`src/rtl/demux_nch_fifo_if.sv`:
```
// Bundle of the demux data/handshake signals between the producer/consumer side and the demux.
// Optional err_cnt signal exists only when DEMUX_ERR_CNT_EN is defined.
interface demux_nch_fifo_if #(
    parameter int DATA_W = 8,
    parameter int CH     = 4,
    parameter int DEPTH  = 4
);
    localparam int SEL_W = (CH > 1) ? $clog2(CH) : 1;
    localparam int LVL_W = $clog2(DEPTH) + 1;

    logic [DATA_W-1:0]    data_in;
    logic                 valid_in;
    logic [SEL_W-1:0]     sel;
    logic                 ready_in;
    logic [CH*DATA_W-1:0] data_out;
    logic [CH-1:0]        valid_out;
    logic [CH-1:0]        pop;
    logic [CH*LVL_W-1:0]  level;
`ifdef DEMUX_ERR_CNT_EN
    logic [7:0]           err_cnt;
`endif

`ifdef DEMUX_ERR_CNT_EN
    modport master (
        output data_in, valid_in, sel, pop,
        input  ready_in, data_out, valid_out, level, err_cnt
    );
    modport slave (
        input  data_in, valid_in, sel, pop,
        output ready_in, data_out, valid_out, level, err_cnt
    );
`else
    modport master (
        output data_in, valid_in, sel, pop,
        input  ready_in, data_out, valid_out, level
    );
    modport slave (
        input  data_in, valid_in, sel, pop,
        output ready_in, data_out, valid_out, level
    );
`endif
endinterface

```
`src/rtl/demux_nch_fifo.sv`:
```
// 1-to-CH demultiplexer with a DEPTH-entry first-word-fall-through FIFO per output channel.
// Define DEMUX_ERR_CNT_EN to add a saturating 8-bit dropped-word counter (err_cnt).
module demux_nch_fifo #(
    parameter int DATA_W = 8,
    parameter int CH     = 4,
    parameter int DEPTH  = 4
) (
    input  logic           clk,
    input  logic           reset,
    demux_nch_fifo_if.slave bus
);
    localparam int SEL_W = (CH > 1) ? $clog2(CH) : 1;
    localparam int PTR_W = $clog2(DEPTH);
    localparam int LVL_W = PTR_W + 1;

    logic [CH-1:0][PTR_W-1:0] wptr_q, wptr_d;
    logic [CH-1:0][PTR_W-1:0] rptr_q, rptr_d;
    logic [CH-1:0][LVL_W-1:0] level_q, level_d;
    logic [DATA_W-1:0]        mem_q [CH][DEPTH];
    logic [DATA_W-1:0]        mem_d [CH][DEPTH];

    logic [CH-1:0] push;
    logic [CH-1:0] pop_ok;
    logic          sel_hit;
    logic          sel_full;
    logic          ready;

    // Decode sel by comparison so an out-of-range index never addresses the arrays.
    always_comb begin
        sel_hit  = 1'b0;
        sel_full = 1'b0;
        for (int unsigned i = 0; i < CH; i++) begin
            if (bus.sel == SEL_W'(i)) begin
                sel_hit  = 1'b1;
                sel_full = (level_q[i] == LVL_W'(DEPTH));
            end
        end
        ready        = sel_hit && !sel_full;
        bus.ready_in = ready;
    end

    always_comb begin
        wptr_d  = wptr_q;
        rptr_d  = rptr_q;
        level_d = level_q;
        mem_d   = mem_q;
        push    = '0;
        pop_ok  = '0;
        for (int unsigned i = 0; i < CH; i++) begin
            push[i]   = bus.valid_in && ready && (bus.sel == SEL_W'(i));
            pop_ok[i] = bus.pop[i] && (level_q[i] != '0);
            if (push[i]) begin
                mem_d[i][wptr_q[i]] = bus.data_in;
                wptr_d[i]           = wptr_q[i] + 1'b1;
            end
            if (pop_ok[i]) begin
                rptr_d[i] = rptr_q[i] + 1'b1;
            end
            case ({push[i], pop_ok[i]})
                2'b10:   level_d[i] = level_q[i] + 1'b1;
                2'b01:   level_d[i] = level_q[i] - 1'b1;
                default: level_d[i] = level_q[i];
            endcase
        end
    end

    // Head word is masked while empty so unreset storage never leaks out.
    always_comb begin
        bus.data_out  = '0;
        bus.valid_out = '0;
        bus.level     = '0;
        for (int unsigned i = 0; i < CH; i++) begin
            bus.valid_out[i]              = (level_q[i] != '0);
            bus.level[i*LVL_W +: LVL_W]   = level_q[i];
            if (level_q[i] != '0) begin
                bus.data_out[i*DATA_W +: DATA_W] = mem_q[i][rptr_q[i]];
            end
        end
    end

    always_ff @(posedge clk or posedge reset) begin
        if (reset) begin
            wptr_q  <= '0;
            rptr_q  <= '0;
            level_q <= '0;
        end else begin
            wptr_q  <= wptr_d;
            rptr_q  <= rptr_d;
            level_q <= level_d;
        end
    end

    always_ff @(posedge clk) begin
        mem_q <= mem_d;
    end

`ifdef DEMUX_ERR_CNT_EN
    logic [7:0] err_cnt_q, err_cnt_d;
    logic       drop;

    always_comb begin
        drop      = bus.valid_in && !ready;
        err_cnt_d = err_cnt_q;
        if (drop && (err_cnt_q != 8'hFF)) begin
            err_cnt_d = err_cnt_q + 8'd1;
        end
        bus.err_cnt = err_cnt_q;
    end

    always_ff @(posedge clk or posedge reset) begin
        if (reset) begin
            err_cnt_q <= '0;
        end else begin
            err_cnt_q <= err_cnt_d;
        end
    end
`endif
endmodule

```
`src/flat_wrapper.sv`:
```
// flat-port wrapper written by rule: the top's interface ports become plain ports
module demux_nch_fifo_flat 
#(
    parameter int DATA_W = 8,
    parameter int CH     = 4,
    parameter int DEPTH  = 4
)
  (clk, reset, bus_data_in, bus_valid_in, bus_sel, bus_pop, bus_ready_in, bus_data_out, bus_valid_out, bus_level);
  demux_nch_fifo_if #(.DATA_W(DATA_W), .CH(CH), .DEPTH(DEPTH)) bus_i ();
  input  logic clk;
  input  logic reset;
  input wire logic [$bits(bus_i.data_in)-1:0] bus_data_in;
  input wire logic [$bits(bus_i.valid_in)-1:0] bus_valid_in;
  input wire logic [$bits(bus_i.sel)-1:0] bus_sel;
  input wire logic [$bits(bus_i.pop)-1:0] bus_pop;
  output wire logic [$bits(bus_i.ready_in)-1:0] bus_ready_in;
  output wire logic [$bits(bus_i.data_out)-1:0] bus_data_out;
  output wire logic [$bits(bus_i.valid_out)-1:0] bus_valid_out;
  output wire logic [$bits(bus_i.level)-1:0] bus_level;
  assign bus_i.data_in = bus_data_in;
  assign bus_i.valid_in = bus_valid_in;
  assign bus_i.sel = bus_sel;
  assign bus_i.pop = bus_pop;
  assign bus_ready_in = bus_i.ready_in;
  assign bus_data_out = bus_i.data_out;
  assign bus_valid_out = bus_i.valid_out;
  assign bus_level = bus_i.level;
  demux_nch_fifo #(.DATA_W(DATA_W), .CH(CH), .DEPTH(DEPTH)) u_core (.clk(clk), .reset(reset), .bus(bus_i));
endmodule
```
`config.mk`:
```
export PLATFORM = sky130hd
export DESIGN_NAME = demux_nch_fifo_flat
export DESIGN_NICKNAME = d
export VERILOG_FILES = /design/src/rtl/demux_nch_fifo_if.sv /design/src/rtl/demux_nch_fifo.sv /design/src/flat_wrapper.sv
export SDC_FILE = /design/constraint.sdc
export NUM_CORES = 1
export LEC_CHECK = 0
export ABC_AREA = 1
export CAP_MARGIN = 20
export CORE_ASPECT_RATIO = 0.6
export CORE_UTILIZATION = 64
export CTS_BUF_LIST = sky130_fd_sc_hd__clkbuf_8
export CTS_CLUSTER_SIZE = 30
export DETAILED_ROUTE_END_ITERATION = 7
export PLACE_DENSITY = 0.92
export SETUP_SLACK_MARGIN = 0.02
export SLEW_MARGIN = 30
export SYNTH_ARGS = -nofsm -noshare
export SYNTH_HDL_FRONTEND = slang
export SYNTH_SLANG_ARGS = --single-unit
```
`constraint.sdc`:
```
create_clock -name clk -period 3.8 [get_ports clk]
set_input_delay 0.38 -clock clk [delete_from_list [all_inputs] [get_ports clk]]
set_output_delay 0.38 -clock clk [all_outputs]
set_load 0.05 [all_outputs]
```
==> out/metrics.yaml, run 1 <==
global_routing:
  antenna_found_initial: 0
  track_usage: 0.302
  grt_max_degree: 29
  grt_pass1_vias: 4442
  grt_pass1_wl_mm: 23.6
  overflow: 0
logic_synthesis:
  synth_seq_cells: 156
  syn-num-nets: 622
  synth_top_area_share: 0.574
  synth_compound_area_frac: 0.0808
  yosysUniqueCellTypes: 21
  netlist_top_cells_area: "edfxtp_1, dfrtp_1, nor2_1"
  synthMuxAreaShare: 0
  synth_top_family_by_area: "simple AND/OR/NAND/NOR gates"
  yosysMostFrequentCell: "nor2_1"
  ys_seq_area_frac: 0.679
  yosysWarnings: 0
  synth_common_cells: "nor2_1, edfxtp_1, o21ai_0, inv_1, a21oi_1"
  syn_inst: 581
  synth_fa_ha_area_frac: 0.0494
  syn-cell-area_um2: 6690
  ys_async_sr_fraction: 0.179
  avgSynthCellArea_um2: 11.5
  synthXorXnorAreaFrac: 0.0209
  post-synth-top-area-cell: "edfxtp_1"
  synth-simple-area-share: 0.125
  synth_edf_count: 128
  ys.flop_type: "edfxtp_1"
sta:
  setup_tns_ns: 0
  hold_viol_final: 0
  fin_crit_sh: 0.818
  fmax_mhz: 322
  max_slew.worst_pin.slew_ns: 0.846
  fin_worst_skew_ns: 0.0128
  slew_viol_final: 0
  relSlewSlack: 0.434
  setup_violations: 0
  min_period_ns: 3.11
  rsz0062_at_grt: "false"
cts:
  tritoncts: "done"
  clockRootBuffer: "clkbuf_8"
  hold_buffers: 0
  cts_max_level: 4
  cts_sinks: 156
  cts_buffers: 17
  clk_latency_ns: 0.44
  clkTransAtPathRegs_ns: 0.08
  clockBufferDepth: 2
  post_cts_buffers: 0
  ctsResizeCount: 0
floorplanning:
  rows: 28
  ios: 66
  start_util: 0.668
  die_h_um: 81.2
  die_w_um: 134
  die-area_um2: 10900
  core_area_um2: 10000
placement:
  gp_congestion: 0.832
  dp_hpwl_mm: 10.1
  portBuffers: 65
worst_hold_path:
  hp-class: "in -> async"
finish:
  drive_gt1_frac: 0.0606
  nFillCells: 591
  ff_latch_area_um2: 4540
  fin_nets: 688
  area_growth_pct: 16.4
  antenna_cells: 0
  multiInputGateArea_um2: 1850
routing:
  drc: 0
  avgViaCountPerCell: 5.81
  dr_wl_met2_mm: 7.16
  drt_iter0_drc: 466
  highest_layer: "met4"
  vias: 4620
  m1WireLength_mm: 6.41
  drtAntennaViolNets: 0
  wl_per_cell_um: 19.0
  finalWirelength_mm: 15.1
  drt_first_pass_iters: 5
  met3_length_mm: 1.39
status:
  status: "finished, final reports clean"
worst_setup_path:
  path_class: "reg -> out"
  cp-end-kind: "output port"
  path_max_fanout: 9
  worstPathArrival_ns: 2.73
  required_ns: 3.42
  cp-start-kind: "register"
run:
  cap_violations: 0
registers in the layout (all words and copies together) (netlist names):
name and flops:
u_core.bus.level 12, u_core.wptr_q 8, u_core.mem_q 128, u_core.rptr_q 8
path summary, 6_finish.rpt:
kind,start,endpoint,slack [ns],depth (start not counted)
hold reg to reg,u_core.wptr_q[6]$_DFFE_PP0P_,u_core.wptr_q[6]$_DFFE_PP0P_,0.55,2
setup reg to reg,u_core.bus.level[0]$_DFFE_PP0P_,u_core.mem_q[6]$_DFFE_PP_,1.11,6
max in group asynchronous,reset,u_core.rptr_q[7]$_DFFE_PP0P_,3.01,2
min in group clk,u_core.wptr_q[6]$_DFFE_PP0P_,u_core.wptr_q[6]$_DFFE_PP0P_,0.55,2
setup / recovery,u_core.rptr_q[7]$_DFFE_PP0P_,bus_data_out[24],0.69,5
hold / removal,reset,u_core.rptr_q[4]$_DFFE_PP0P_,0.35,2
per-stage QoR:
step / cells / setup WS, ns / utilization / instance area (µm²) / hold WS (ns)
2_1_floorplan: 581 / 1.51 / - / 6690 / 0.445
3_3_place_gp: 763 / 0.875 / 0.741 / 7420 / 0.513
3_5_place_dp: 763 / 0.746 / 0.741 / 7420 / 0.529
4_1_cts: 795 / 0.709 / 0.778 / 7790 / 0.362
5_1_grt: 795 / 0.563 / 0.778 / 7790 / 0.397
6_report: 795 / 0.692 / 0.778 / 7790 / 0.351
cells by family (layout without fill, tap and decap cells):
group           after synthesis  count (layout)
compound gates              108             108
xor+xnor                     16              16
fa+ha+maj                    24              24
buf+inv                      74             153
flops                       156             156
simple gates                203             203
layout make-up:
type | count | share of cell area
multi-input cells | 351 | 0.237
clock buffers | 17 | 0.0300
inverters | 56 | 0.0270
flip-flops and latches | 156 | 0.583
well taps | 135 | 0.0217
repair buffers | 65 | 0.0835
clock inverters | 15 | 0.0177
metal layers:
layer / vias to the layer above / GRT usage
met1: 2232 / 0.420
met4: 0 / 0.0761
met5: - / 0
li1: 2096 / -
met2: 271 / 0.495
met3: 21 / 0.0643
cell usage in the layout, fill, tap and decap left out, drive strengths merged:
master         Yosys  routed
a21oi             36      36
bufinv             0       2
clkbuf             4      17
clkdlybuf4s50      0      65
clkinv             4       9
clkinvlp           0       4
dfrtp             28      28
edfxtp           128     128
fa                 4       4
ha                20      20
inv               52      56
nand2             27      27
nand3              8       8
nand4              8       8
nor2             156     156
nor3               4       4
o21ai             72      72
xnor2              8       8
xor2               8       8
critical path: stages (launching register included):
cell and delay [ns]:
dfrtp_1 0.51, clkinv_1 0.34, nor2_1 0.17, o21ai_0 0.12, a21oi_1 0.28, clkdlybuf4s50_1 0.86
Power of run 1 is not shown: default switching activity piles up to over one toggle a cycle in this logic, so the estimate is an artifact.
==> inputs of run 2 (changes only) <==
--- a/config.mk
+++ b/config.mk
@@ -8,11 +8,11 @@
 export ABC_AREA = 1
 export CAP_MARGIN = 20
 export CORE_ASPECT_RATIO = 0.6
-export CORE_UTILIZATION = 64
+export CORE_UTILIZATION = 59
 export CTS_BUF_LIST = sky130_fd_sc_hd__clkbuf_8
 export CTS_CLUSTER_SIZE = 30
 export DETAILED_ROUTE_END_ITERATION = 7
-export PLACE_DENSITY = 0.92
+export PLACE_DENSITY = 0.86
 export SETUP_SLACK_MARGIN = 0.02
 export SLEW_MARGIN = 30
 export SYNTH_ARGS = -nofsm -noshare
==> constraint.sdc (replaced) <==
create_clock -name clk -period 3.2 [get_ports clk]
set_input_delay 0.32 -clock clk [delete_from_list [all_inputs] [get_ports clk]]
set_output_delay 0.32 -clock clk [all_outputs]
set_load 0.05 [all_outputs]
==> run 2 against run 1 <==
Against the previous run: global-route usage shrank 3.6 points; critical path depth is 1 lower; critical endpoint is now bus_data_out[1]; register-to-register slack got worse by 0.52 ns; via count shrank 3.2%; first-iteration DRC count decreased by 19%; hold slack worse by 0.092 ns; wire length shrank 5.7%; cell count up 1.1%; highest routed layer unchanged; non-clock buffer count increased by 5.
==> out/metrics.yaml, run 2 (same netlist as run 1, synthesis figures left out) <==
worst_setup_path:
  worstPathArrival_ns: 2.74  # about the same
  path_max_fanout: 19  # +10
  r2r-start: "u_core.bus.level[1]$_DFFE_PP0P_"
  path_class: "reg -> out"
  r2r_setup_slack_ns: 0.59  # -0.52 ns
  endpoint: "bus_data_out[1]"
  crit_start: "u_core.rptr_q[0]$_DFFE_PP0P_"
  rr_worst_depth: 9  # +3
  cp-end-kind: "output port"
  required_ns: 2.88  # -0.54 ns
  cp-start-kind: "register"
  r2r-end: "u_core.bus.level[10]$_DFFE_PP0P_"
sta:
  slew_viol_final: 0  # unchanged
  min_period_ns: 3.06
  hold_viol_final: 0  # unchanged
  max_slew.worst_pin.slew_ns: 0.864  # +0.0178 ns
  relSlewSlack: 0.422  # -0.0116
  fmax_mhz: 326
  rsz0062_at_grt: "false"
  fin_crit_sh: 0.957
  setup_tns_ns: 0  # unchanged
  fin_worst_skew_ns: 0.00917  # -0.00365 ns
  fin_ws_ns: 0.136  # -0.556 ns
  setup_violations: 0  # unchanged
global_routing:
  grt_pass1_vias: 4403  # -0.88%
  track_usage: 0.266  # -0.0362
  antenna_found_initial: 0  # unchanged
  overflow: 0  # unchanged
  grt_max_degree: 29  # unchanged
  grt_pass1_wl_mm: 23.0  # -2.4%
finish:
  nFillCells: 700  # +18%
  layout_commonest_cell: "nor2_1"
  finish.utilization: 0.731  # -0.0469
  drive_gt1_frac: 0.0677  # +0.00706
  final_cell_mix: "nor2_1, edfxtp_1, o21ai_0"
  final_area_um2: 7900  # +1.4%
  area_growth_pct: 18.1
  antenna_cells: 0  # unchanged
  ff_latch_area_um2: 4540  # unchanged
  largest_reg_flops: 128  # unchanged
  fin_nets: 693  # +0.73%
  multiInputGateArea_um2: 1850  # unchanged
  top_register: "u_core.mem_q"
floorplanning:
  start_util: 0.619  # -0.0490
  die_w_um: 139  # +4.1%
  die_h_um: 84.5  # +4.0%
  ios: 66  # unchanged
  die-area_um2: 11800  # +8.3%
  core_area_um2: 10800  # +7.9%
  rows: 29  # +3.6%
routing:
  drtAntennaViolNets: 0  # unchanged
  drc: 0  # unchanged
  finalWirelength_mm: 14.2  # -5.7%
  drt_first_pass_iters: 5  # unchanged
  vias: 4471  # -3.2%
  wl_per_cell_um: 17.7  # -6.7%
  avgViaCountPerCell: 5.56  # -4.3%
  drt_iter0_drc: 379  # -19%
placement:
  placed_cell_area_um2: 7460  # +0.54%
  gp_congestion: 0.802  # -3.6%
  dp_hpwl_mm: 9.36  # -7.5%
  portBuffers: 65  # unchanged
  post-place-ws_ns: 0.229  # -0.517 ns
cts:
  clk_latency_ns: 0.45  # about the same
  clockBufferDepth: 2  # unchanged
  cts_max_level: 4  # unchanged
  clockRootBuffer: "clkbuf_8"
  cts_buffers: 17  # unchanged
  clkTransAtPathRegs_ns: 0.08  # about the same
  cts_sinks: 156  # unchanged
  ctsResizeCount: 0  # unchanged
  tritoncts: "done"
  post_cts_buffers: 0  # unchanged
  hold_buffers: 0  # unchanged
status:
  status: "finished, final reports clean"
run:
  cap_violations: 0  # unchanged
worst_hold_path:
  hp-class: "in -> async"
run 2: cell types whose count changed in the layout (fill, tap and decap cells not counted), sizes merged:
cell and change:
clkinv -3, buf +6, bufinv +3, clkdlybuf4s50 -1
run 2: how the worst min path moves through the flow:
stage,slack (ns),to,cells after the start
after floorplan,0.39,u_core.bus.level[0]$_DFFE_PP0P_,1
after global placement,0.51,u_core.wptr_q[1]$_DFFE_PP0P_,2
after detailed placement,0.52,u_core.wptr_q[5]$_DFFE_PP0P_,2
after CTS,0.27,u_core.bus.level[0]$_DFFE_PP0P_,2
after global routing,0.30,u_core.rptr_q[4]$_DFFE_PP0P_,2
final,0.26,u_core.bus.level[0]$_DFFE_PP0P_,2
run 2: per-stage QoR:
step                      hold WS [ns]  instances
after floorplan                  0.385        581
after global placement           0.511        772
after detailed placement         0.524        772
after CTS                        0.268        804
after global routing             0.303        804
final                            0.259        804
run 2: layout make-up:
| cell class | instances | area share |
|---|---|---|
| Clock buffer | 17 | 0.0296 |
| Clock inverter | 15 | 0.0263 |
| Inverter | 56 | 0.0266 |
| Multi-Input combinational cell | 351 | 0.234 |
| Sequential cell | 156 | 0.575 |
| Tap cell | 139 | 0.0220 |
| Timing Repair Buffer | 70 | 0.0868 |
run 2: worst max-delay path: stages (launching register included):
cell and delay (ns):
dfrtp_1 0.76, inv_2 0.25, o21ai_0 0.38, a21oi_1 0.15, clkdlybuf4s50_1 0.75
run 2: routing by layer:
| metal | vias to the layer above | track usage | wire length (µm) |
|---|---|---|---|
| li1 | 2109 | - | - |
| met1 | 2115 | 0.383 | 6500 |
| met2 | 221 | 0.390 | 6290 |
| met3 | 26 | 0.0645 | 1150 |
| met4 | 0 | 0.118 | 301 |
| met5 | - | 0 | 0 |
Power of run 2 is left out for the same reason.
